<file path="src/rtl/mfp_pkg.sv">
// Shared constants for the MFP interrupt blocks.
package mfp_pkg;

    localparam int unsigned MfpWidth = 16;

endpackage

</file>
<file path="src/rtl/mfp_prio_enc.sv">
// Highest-set-bit priority encoder: idx is the top set bit of req, 0 when none is set.
module mfp_prio_enc #(
    parameter int unsigned WIDTH = 16,
    localparam int unsigned VW = (WIDTH > 1) ? $clog2(WIDTH) : 1
) (
    input  logic [WIDTH-1:0] req,
    output logic [VW-1:0]    idx,
    output logic             valid
);

    // Ascending scan so the last (highest) set bit wins.
    always_comb begin
        idx   = '0;
        valid = 1'b0;
        for (int i = 0; i < int'(WIDTH); i++) begin
            if (req[i]) begin
                idx   = i[VW-1:0];
                valid = 1'b1;
            end
        end
    end

endmodule

</file>
<file path="src/rtl/mfp_irq_pending.sv">
// Interrupt pending / in-service register with per-channel edge polarity,
// priority-encoded acknowledge and optional software end-of-interrupt.
module mfp_irq_pending
    import mfp_pkg::*;
#(
    parameter int unsigned WIDTH = MfpWidth,
    localparam int unsigned VW = (WIDTH > 1) ? $clog2(WIDTH) : 1
) (
    input  logic             clk,
    input  logic             reset_n,
    input  logic [WIDTH-1:0] src,
    input  logic [WIDTH-1:0] pol,
    input  logic [WIDTH-1:0] enable,
    input  logic [WIDTH-1:0] mask,
    input  logic [WIDTH-1:0] clr,
    input  logic             sei,
    input  logic [WIDTH-1:0] isr_clr,
    input  logic             ack,
    output logic [WIDTH-1:0] pending,
    output logic [WIDTH-1:0] in_service,
    output logic             irq,
    output logic [VW-1:0]    vec,
    output logic             ack_valid,
    output logic [VW-1:0]    ack_vec
);

    logic [WIDTH-1:0] src_q, clr_q, isr_clr_q;
    logic             ack_q;
    logic [WIDTH-1:0] pending_q, pending_d;
    logic [WIDTH-1:0] in_service_q, in_service_d;
    logic             ack_valid_q;
    logic [VW-1:0]    ack_vec_q, ack_vec_d;

    logic [WIDTH-1:0] src_event, clr_cond, isr_clr_rise, eligible, ack_onehot;
    logic             ack_accept;
    logic [VW-1:0]    enc_idx;
    logic             enc_valid;

    // A channel is blocked by any in-service channel at or above it.
    always_comb begin
        logic blocked;
        blocked  = 1'b0;
        eligible = '0;
        for (int i = int'(WIDTH) - 1; i >= 0; i--) begin
            blocked     = blocked | in_service_q[i];
            eligible[i] = pending_q[i] & mask[i] & ~blocked;
        end
    end

    mfp_prio_enc #(
        .WIDTH (WIDTH)
    ) u_prio_enc (
        .req   (eligible),
        .idx   (enc_idx),
        .valid (enc_valid)
    );

    assign irq = enc_valid;
    assign vec = enc_idx;

    always_comb begin
        src_event    = (src ^ src_q) & ~(src ^ pol);
        clr_cond     = (clr & ~clr_q) | ~enable;
        isr_clr_rise = isr_clr & ~isr_clr_q;
        ack_accept   = ack & ~ack_q & irq;
        ack_onehot   = ack_accept ? ({{(WIDTH-1){1'b0}}, 1'b1} << vec) : '0;

        // A fresh source event beats the acknowledge clear so it is not lost.
        pending_d = ~clr_cond & ((src_event & enable) | (pending_q & ~ack_onehot));

        in_service_d = sei ? ((in_service_q | ack_onehot) & ~isr_clr_rise) : '0;

        ack_vec_d = ack_accept ? vec : ack_vec_q;
    end

    always_ff @(posedge clk) begin
        if (!reset_n) begin
            src_q        <= src;
            clr_q        <= clr;
            isr_clr_q    <= isr_clr;
            ack_q        <= ack;
            pending_q    <= '0;
            in_service_q <= '0;
            ack_valid_q  <= 1'b0;
            ack_vec_q    <= '0;
        end else begin
            src_q        <= src;
            clr_q        <= clr;
            isr_clr_q    <= isr_clr;
            ack_q        <= ack;
            pending_q    <= pending_d;
            in_service_q <= in_service_d;
            ack_valid_q  <= ack_accept;
            ack_vec_q    <= ack_vec_d;
        end
    end

    assign pending    = pending_q;
    assign in_service = in_service_q;
    assign ack_valid  = ack_valid_q;
    assign ack_vec    = ack_vec_q;

endmodule

</file>
<file path="config.mk">
export PLATFORM = sky130hd
export DESIGN_NAME = mfp_irq_pending
export DESIGN_NICKNAME = d
export VERILOG_FILES = /design/src/rtl/mfp_pkg.sv /design/src/rtl/mfp_prio_enc.sv /design/src/rtl/mfp_irq_pending.sv
export SDC_FILE = /design/constraint.sdc
export NUM_CORES = 1
export LEC_CHECK = 0
export ABC_AREA = 1
export CAP_MARGIN = 0
export CORE_MARGIN = 5
export CORE_UTILIZATION = 25
export DETAILED_ROUTE_END_ITERATION = 10
export SYNTH_ARGS = -nofsm -noshare
export SYNTH_HDL_FRONTEND = slang
export SYNTH_SLANG_ARGS = --single-unit
</file>
<file path="constraint.sdc">
create_clock -name clk -period 2.15 [get_ports clk]
set_input_delay 0.215 -clock clk [delete_from_list [all_inputs] [get_ports clk]]
set_output_delay 0.215 -clock clk [all_outputs]
set_load 0.005 [all_outputs]
</file>
# After elaboration in Yosys (flattened, before gate mapping)
# Cells that the tools add are included.
[totals]
reg_bits = 86
latch_bits = 0
mem_bits_rw = 0
rom_bits = 0
inputBits = 100
output_inout_bits = 42
mem_count = 0
[classes]
add_sub_neg = 0
n_mul = 0
div_mod_pow = 0
n_lt_le_gt_ge = 0
n_eq_ne = 0
shifts = 1
muxes = 32
bitwise_logic = 85
n_reduce_logical = 1
[ops]
columns = ["cell", "n"]
rows = [
  ["16-bit AND", 7],
  ["16-bit NOT", 7],
  ["16-bit bitwise OR", 3],
  ["1-bit AND", 34],
  ["4-bit 2-to-1 mux", 8],
  ["16-bit XOR", 2],
  ["1-bit 2-to-1 mux", 17],
  ["1-bit NOT", 17],
  ["16-bit 2-to-1 mux", 1],
  ["1-bit by 4-bit left shift with 16-bit output (first input constant)", 1],
  ["1-bit bitwise OR", 15],
  ["3-bit 2-to-1 mux", 4],
  ["2-bit 2-to-1 mux", 2],
  ["2-bit AND reduction", 1],
]

# Longest topological paths before layout
[depth]
ltp_word = 39
depth_mapped = 26

# By module
# Synthesis repeated with hierarchy kept, for this count alone.
[hier_totals]
hier_cells = 409
area_unflattened_um2 = 3264.4
[by_module_without_submodules]
columns = ["module", "instances", "cells_per_inst", "area_each_um2"]
rows = [
  ["mfp_irq_pending", 1, 361, 3059.2],
  ["mfp_prio_enc", 1, 48, 205.2],
]

# Worst setup path after synthesis
# Ideal clock, no wire load.
[synth_timing]
path_type = "reg2reg"
startpoint = "register in_service_q[14], in the netlist in_service[14]"
endpoint = "register pending_q[7], in the netlist pending[7]"
t_arrival_ns = 2.226
t_required_ns = 2.032
slack_ns = -0.194
stages_incl_launch_ff = 27
path_buffers = 0
synth_period_minus_slack_ns = 2.344
path_cell_list = "dfxtp_1 nor2_2 nand4_2 nor2_2 nand4_2 nor2_4 nand2_2 inv_2 nand2_2 inv_2 nand4_1 nand2_1 nand2_1 nand2_1 nand2_1 nand2_1 nand2_1 nand2_1 nand2_1 nand2_1 nand2_2 nand2_2 nand2_4 nand2_4 nand4_2 a21oi_1 nor2_1"
[synth_between]
elab_cells_between_ends = 83
[synth_lines]
columns = ["element", "line_no", "source"]
rows = [
  ["start: declaration", "mfp_irq_pending.sv:30", "logic [WIDTH-1:0] in_service_q, in_service_d;"],
  ["start signal: assignment", "mfp_irq_pending.sv:92", "in_service_q <= in_service_d;"],
  ["1-bit bitwise OR *", "mfp_irq_pending.sv:45", "blocked = blocked | in_service_q[i];"],
  ["1-bit bitwise OR (13 in a row)", "mfp_irq_pending.sv:45", ""],
  ["1-bit NOT", "mfp_irq_pending.sv:46", "eligible[i] = pending_q[i] & mask[i] & ~blocked;"],
  ["1-bit AND", "mfp_irq_pending.sv:46", ""],
  ["1-bit 2-to-1 mux", "mfp_prio_enc.sv:16", "if (req[i]) begin"],
  ["2-bit 2-to-1 mux (2 in a row)", "mfp_prio_enc.sv:16", ""],
  ["3-bit 2-to-1 mux (4 in a row)", "mfp_prio_enc.sv:16", ""],
  ["4-bit 2-to-1 mux (6 in a row)", "mfp_prio_enc.sv:16", ""],
  ["4-bit 2-to-1 mux * (2 in a row)", "mfp_prio_enc.sv:16", ""],
  ["named net vec[0]", "mfp_irq_pending.sv:22", "output logic [VW-1:0] vec,"],
  ["1-bit by 4-bit left shift with 16-bit output *", "mfp_irq_pending.sv:66", "ack_onehot = ack_accept ? ({{(WIDTH-1){1'b0}}, 1'b1} << vec) : '0;"],
  ["16-bit 2-to-1 mux *", "mfp_irq_pending.sv:66", ""],
  ["16-bit NOT *", "mfp_irq_pending.sv:69", "pending_d = ~clr_cond & ((src_event & enable) | (pending_q & ~ack_onehot));"],
  ["16-bit AND *", "mfp_irq_pending.sv:69", ""],
  ["16-bit bitwise OR *", "mfp_irq_pending.sv:69", ""],
  ["16-bit AND *", "mfp_irq_pending.sv:69", ""],
  ["end signal: assignment", "mfp_irq_pending.sv:91", "pending_q <= pending_d;"],
  ["end: declaration", "mfp_irq_pending.sv:29", "logic [WIDTH-1:0] pending_q, pending_d;"],
]
# The timed path passes the listed nets; every way through them passes the cells marked *.
# A chain may end at the register's enable or synchronous reset.

# Worst setup path in the final report
[layout_timing]
startpoint = "register in_service_q[15], in the netlist in_service[15]"
endpoint = "output vec[0]"
[layout_between]
elab_chain_len = 31
elab_cells_between_ends = 59
[layout_lines]
columns = ["element", "line_no"]
rows = [
  ["1-bit bitwise OR (14 in a row)", "mfp_irq_pending.sv:45"],
  ["1-bit NOT", "mfp_irq_pending.sv:46"],
  ["1-bit AND", "mfp_irq_pending.sv:46"],
  ["1-bit 2-to-1 mux", "mfp_prio_enc.sv:16"],
  ["2-bit 2-to-1 mux (2 in a row)", "mfp_prio_enc.sv:16"],
  ["3-bit 2-to-1 mux (4 in a row)", "mfp_prio_enc.sv:16"],
  ["4-bit 2-to-1 mux (7 in a row)", "mfp_prio_enc.sv:16"],
  ["4-bit 2-to-1 mux *", "mfp_prio_enc.sv:16"],
  ["end: declaration", "mfp_irq_pending.sv:22"],
]
# Mark *: on every way between the ends. The rest lies on a longest branch, timed or not.

==> flow_metrics.py <==
metrics = {
    "run_status": {
        "outcome": "complete, but fails checks",
        "violations": "negative setup slack",
    },
    "min_path": {
        "hold_class": "input pin to flop",
    },
    "place": {
        "place_hpwl_um": 9240,
        "numPortBuffers": 141,
        "place_congestion": 0.792,
    },
    "cts": {
        "cts_buffers": 9,
        "cts_buffer_depth": 2,
        "cts-root-buf": "clkbuf_16",
        "htreeDepth": 3,
        "insertion_delay_ns": 0.34,
        "cts_tree": "built",
        "clkSinkCount": 86,
        "clk_pin_slew_worst_paths_ns": 0.06,
    },
    "timing": {
        "tightest_slew_ns": 0.450,
        "hold_violations": 0,
        "maxSlewViolCount": 0,
        "fin_setup_tns_ns": -18.06,
        "grt_setup_unrepaired": "yes",
        "max_freq_mhz": 373,
        "period_share": 1.25,
        "min_period_ns": 2.68,
        "setup_violations": 42,
        "finalClockSkew_ns": 0.00548,
        "setup_ws_ns": -0.532,
        "slew_headroom": 0.699,
    },
    "synthesis": {
        "postSynthCellCount": 414,
        "yosys_most_used_dff": "dfxtp_1",
        "ys_seq_area_frac": 0.508,
        "synth.area.top_cells": "dfxtp_1 (51%), inv_1 (8.5%), nor2_1 (5.6%)",
        "ys_ff_latch": 86,
        "synth_top_area_frac": 0.508,
        "netlist-cell-type-count": 31,
        "synth-edff-count": 0,
        "ys.warnings.count": 0,
        "synth_top_area_cell": "dfxtp_1",
        "syn_area_per_cell_um2": 8.19,
        "synth_fp_nets": 514,
        "synth.most_common_cell": "dfxtp_1",
        "synth_area_mm2": 0.00339,
        "synthTopCellsByCount": "dfxtp_1 (86), inv_1 (77), nor2_1 (51), nand2_1 (49), o21ai_1 (21)",
        "synth-async-reset-ratio": 0,
    },
    "grt": {
        "grt_pass1_vias": 3693,
        "grt_pass1_wl_um": 18400,
        "grt_max_degree": 21,
        "grt_use_total": 0.148,
        "grt_overflow": 0,
        "antenna_found_initial": 0,
    },
    "power": {
        "power_leakage_uw": 0.00263,
        "ir_worst_vdd_mv": 0.343,
        "p_per_area_mw_per_mm2": 615,
    },
    "cells_and_area": {
        "register_area_mm2": 0.00172,
        "fin_util": 0.470,
        "nets": 737,
        "syn2layout_area_growth_pct": 84.2,
        "n_fill_cell": 1251,
        "diodes": 0,
        "multi_input_area_mm2": 0.00162,
        "drive_gt1_frac": 0.266,
    },
    "routing": {
        "wirelength_um": 12100,
        "dr_wl_met3_um": 953,
        "drt_iter0_markers": 139,
        "met1Wirelength_um": 4880,
        "num_vias": 3538,
        "drt_first_pass_iters": 4,
        "viasPerCell": 4.34,
        "wl_per_cell_um": 14.8,
        "ant_nets": 0,
        "top_layer": "met4",
        "drc": 0,
        "routed-wl-met2_um": 6020,
    },
    "worst_setup_path": {
        "cp-start-kind": "flop",
        "critPathTopFamily": "simple AND/OR/NAND/NOR gates",
        "critPathSlowestCell": "dfxtp_2",
        "critPathBufInv": 3,
        "slowest_delay_ns": 0.33,
        "required_ns": 1.93,
        "crit_chain": "nor2_4, nand4_4, nor2_4, nand4_4, nor2_4, nand2_2, inv_2, nand2_2, inv_2, nand4_1, nand2_1, nand2_1, nand2_1, nand2_1, nand2_1, nand2_1, nand2_1, nand2_1, nand2_1, nand2_2, nand2_4, nand2_4, nand2_4, buf_6",
        "critPathKind": "flop to output pin",
        "cpMostUsedCell": "nand2_1",
        "crit_fanout": 3,
        "end_kind": "output pin",
        "arrival_ns": 2.47,
    },
    "die": {
        "ios": 142,
        "die_w_um": 126,
        "rows": 42,
        "initial_utilization": 0.255,
        "die_area_mm2": 0.0160,
        "core_area_mm2": 0.0133,
        "die_y_um": 126,
    },
    "run": {
        "maxCapViolCount": 0,
    },
}
## layout make-up
cell class | count | area share
clock buffers | 13 | 0.0433
clock inverters | 1 | 0.000801
inverters | 83 | 0.0537
multi-input cells | 240 | 0.259
flip-flops and latches | 86 | 0.276
well taps | 176 | 0.0353
repair buffers | 215 | 0.330
repair inverters | 2 | 0.00240
## cells by family after synthesis
family                 Yosys count  synth area share
flip-flops                      86             0.508
AND/OR/NAND/NOR                151             0.238
AO/OA/AOI/OAI                   89             0.155
buffers and inverters           88            0.0989
## power by group
group | internal, uW | switching, uW | total (uW)
clock network | 863 | 588 | 1450
registers | 1660 | 31.4 | 1690
logic | 393 | 304 | 698
total | 2920 | 924 | 3840
## layer usage
metal | up-vias | GRT usage
li1 | 1795 | -
met1 | 1614 | 0.166
met3 | 19 | 0.0647
met5 | - | 0
met4 | 0 | 0.0391
met2 | 110 | 0.256
## sequential cells by signal, summed over array words and instances (netlist names)
signal,flops
ack_valid,1
clr_q,16
in_service,16
ack_vec,4
ack_q,1
pending,16
isr_clr_q,16
src_q,16
## per-stage QoR
stage | worst slack, ns | power (uW) | hold WS, ns | std cells | instance area (um2)
after floorplan | -0.163 | 1910 | 0.243 | 414 | 3400
after global placement | -0.503 | 2270 | 0.420 | 776 | 5390
after detailed placement | -0.558 | 2280 | 0.425 | 776 | 5390
after CTS | -0.560 | 3820 | 0.334 | 805 | 6000
after global routing | -0.743 | 4020 | 0.330 | 816 | 6240
final | -0.532 | 3840 | 0.344 | 816 | 6240
## worst paths after layout
path                                   end  slack [ns]  cells after the start                 startpoint
hold / removal       isr_clr_q[11]$_DFF_P_        0.34                      1                isr_clr[11]
hold reg to reg   in_service[4]$_SDFF_PN0_        0.43                      2       isr_clr_q[4]$_DFF_P_
setup / recovery                    vec[0]       -0.53                     24  in_service[15]$_SDFF_PN0_
setup reg to reg    pending[10]$_SDFF_PN0_       -0.53                     20  in_service[15]$_SDFF_PN0_
## placed cells by master, fill, tap and decap left out, types with 4 or more instances in the layout
cell	netlist	layout
clkbuf_16	0	9
nor2_4	2	8
o21ai_1	21	13
o211ai_1	16	16
nand2_1	49	45
o21ai_2	0	10
o21ai_0	17	15
buf_4	0	55
nand2_4	2	4
nand3_1	6	6
nor2_2	3	7
dfxtp_1	86	84
inv_1	77	75
nand4_4	0	8
a21oi_2	1	6
inv_2	5	4
nand3_4	2	5
nand2_2	5	7
clkdlybuf4s50_1	0	136
a31oi_1	8	8
nand4_1	6	6
o21bai_1	4	4
nand3b_1	8	8
a21oi_1	17	12
buf_6	0	20
nor2_1	51	41
## timing repair
| item | CTS | global route |
|---|---|---|
| pin swaps | 32 | 34 |
| buffers inserted | 16 | 14 |
| endpoints found under the setup margin | 42 | 42 |
| gates cloned | 2 | 0 |
| hold buffers | 0 | 0 |
| gates resized for setup | 75 | 40 |
(Power assumes the default switching activity.)
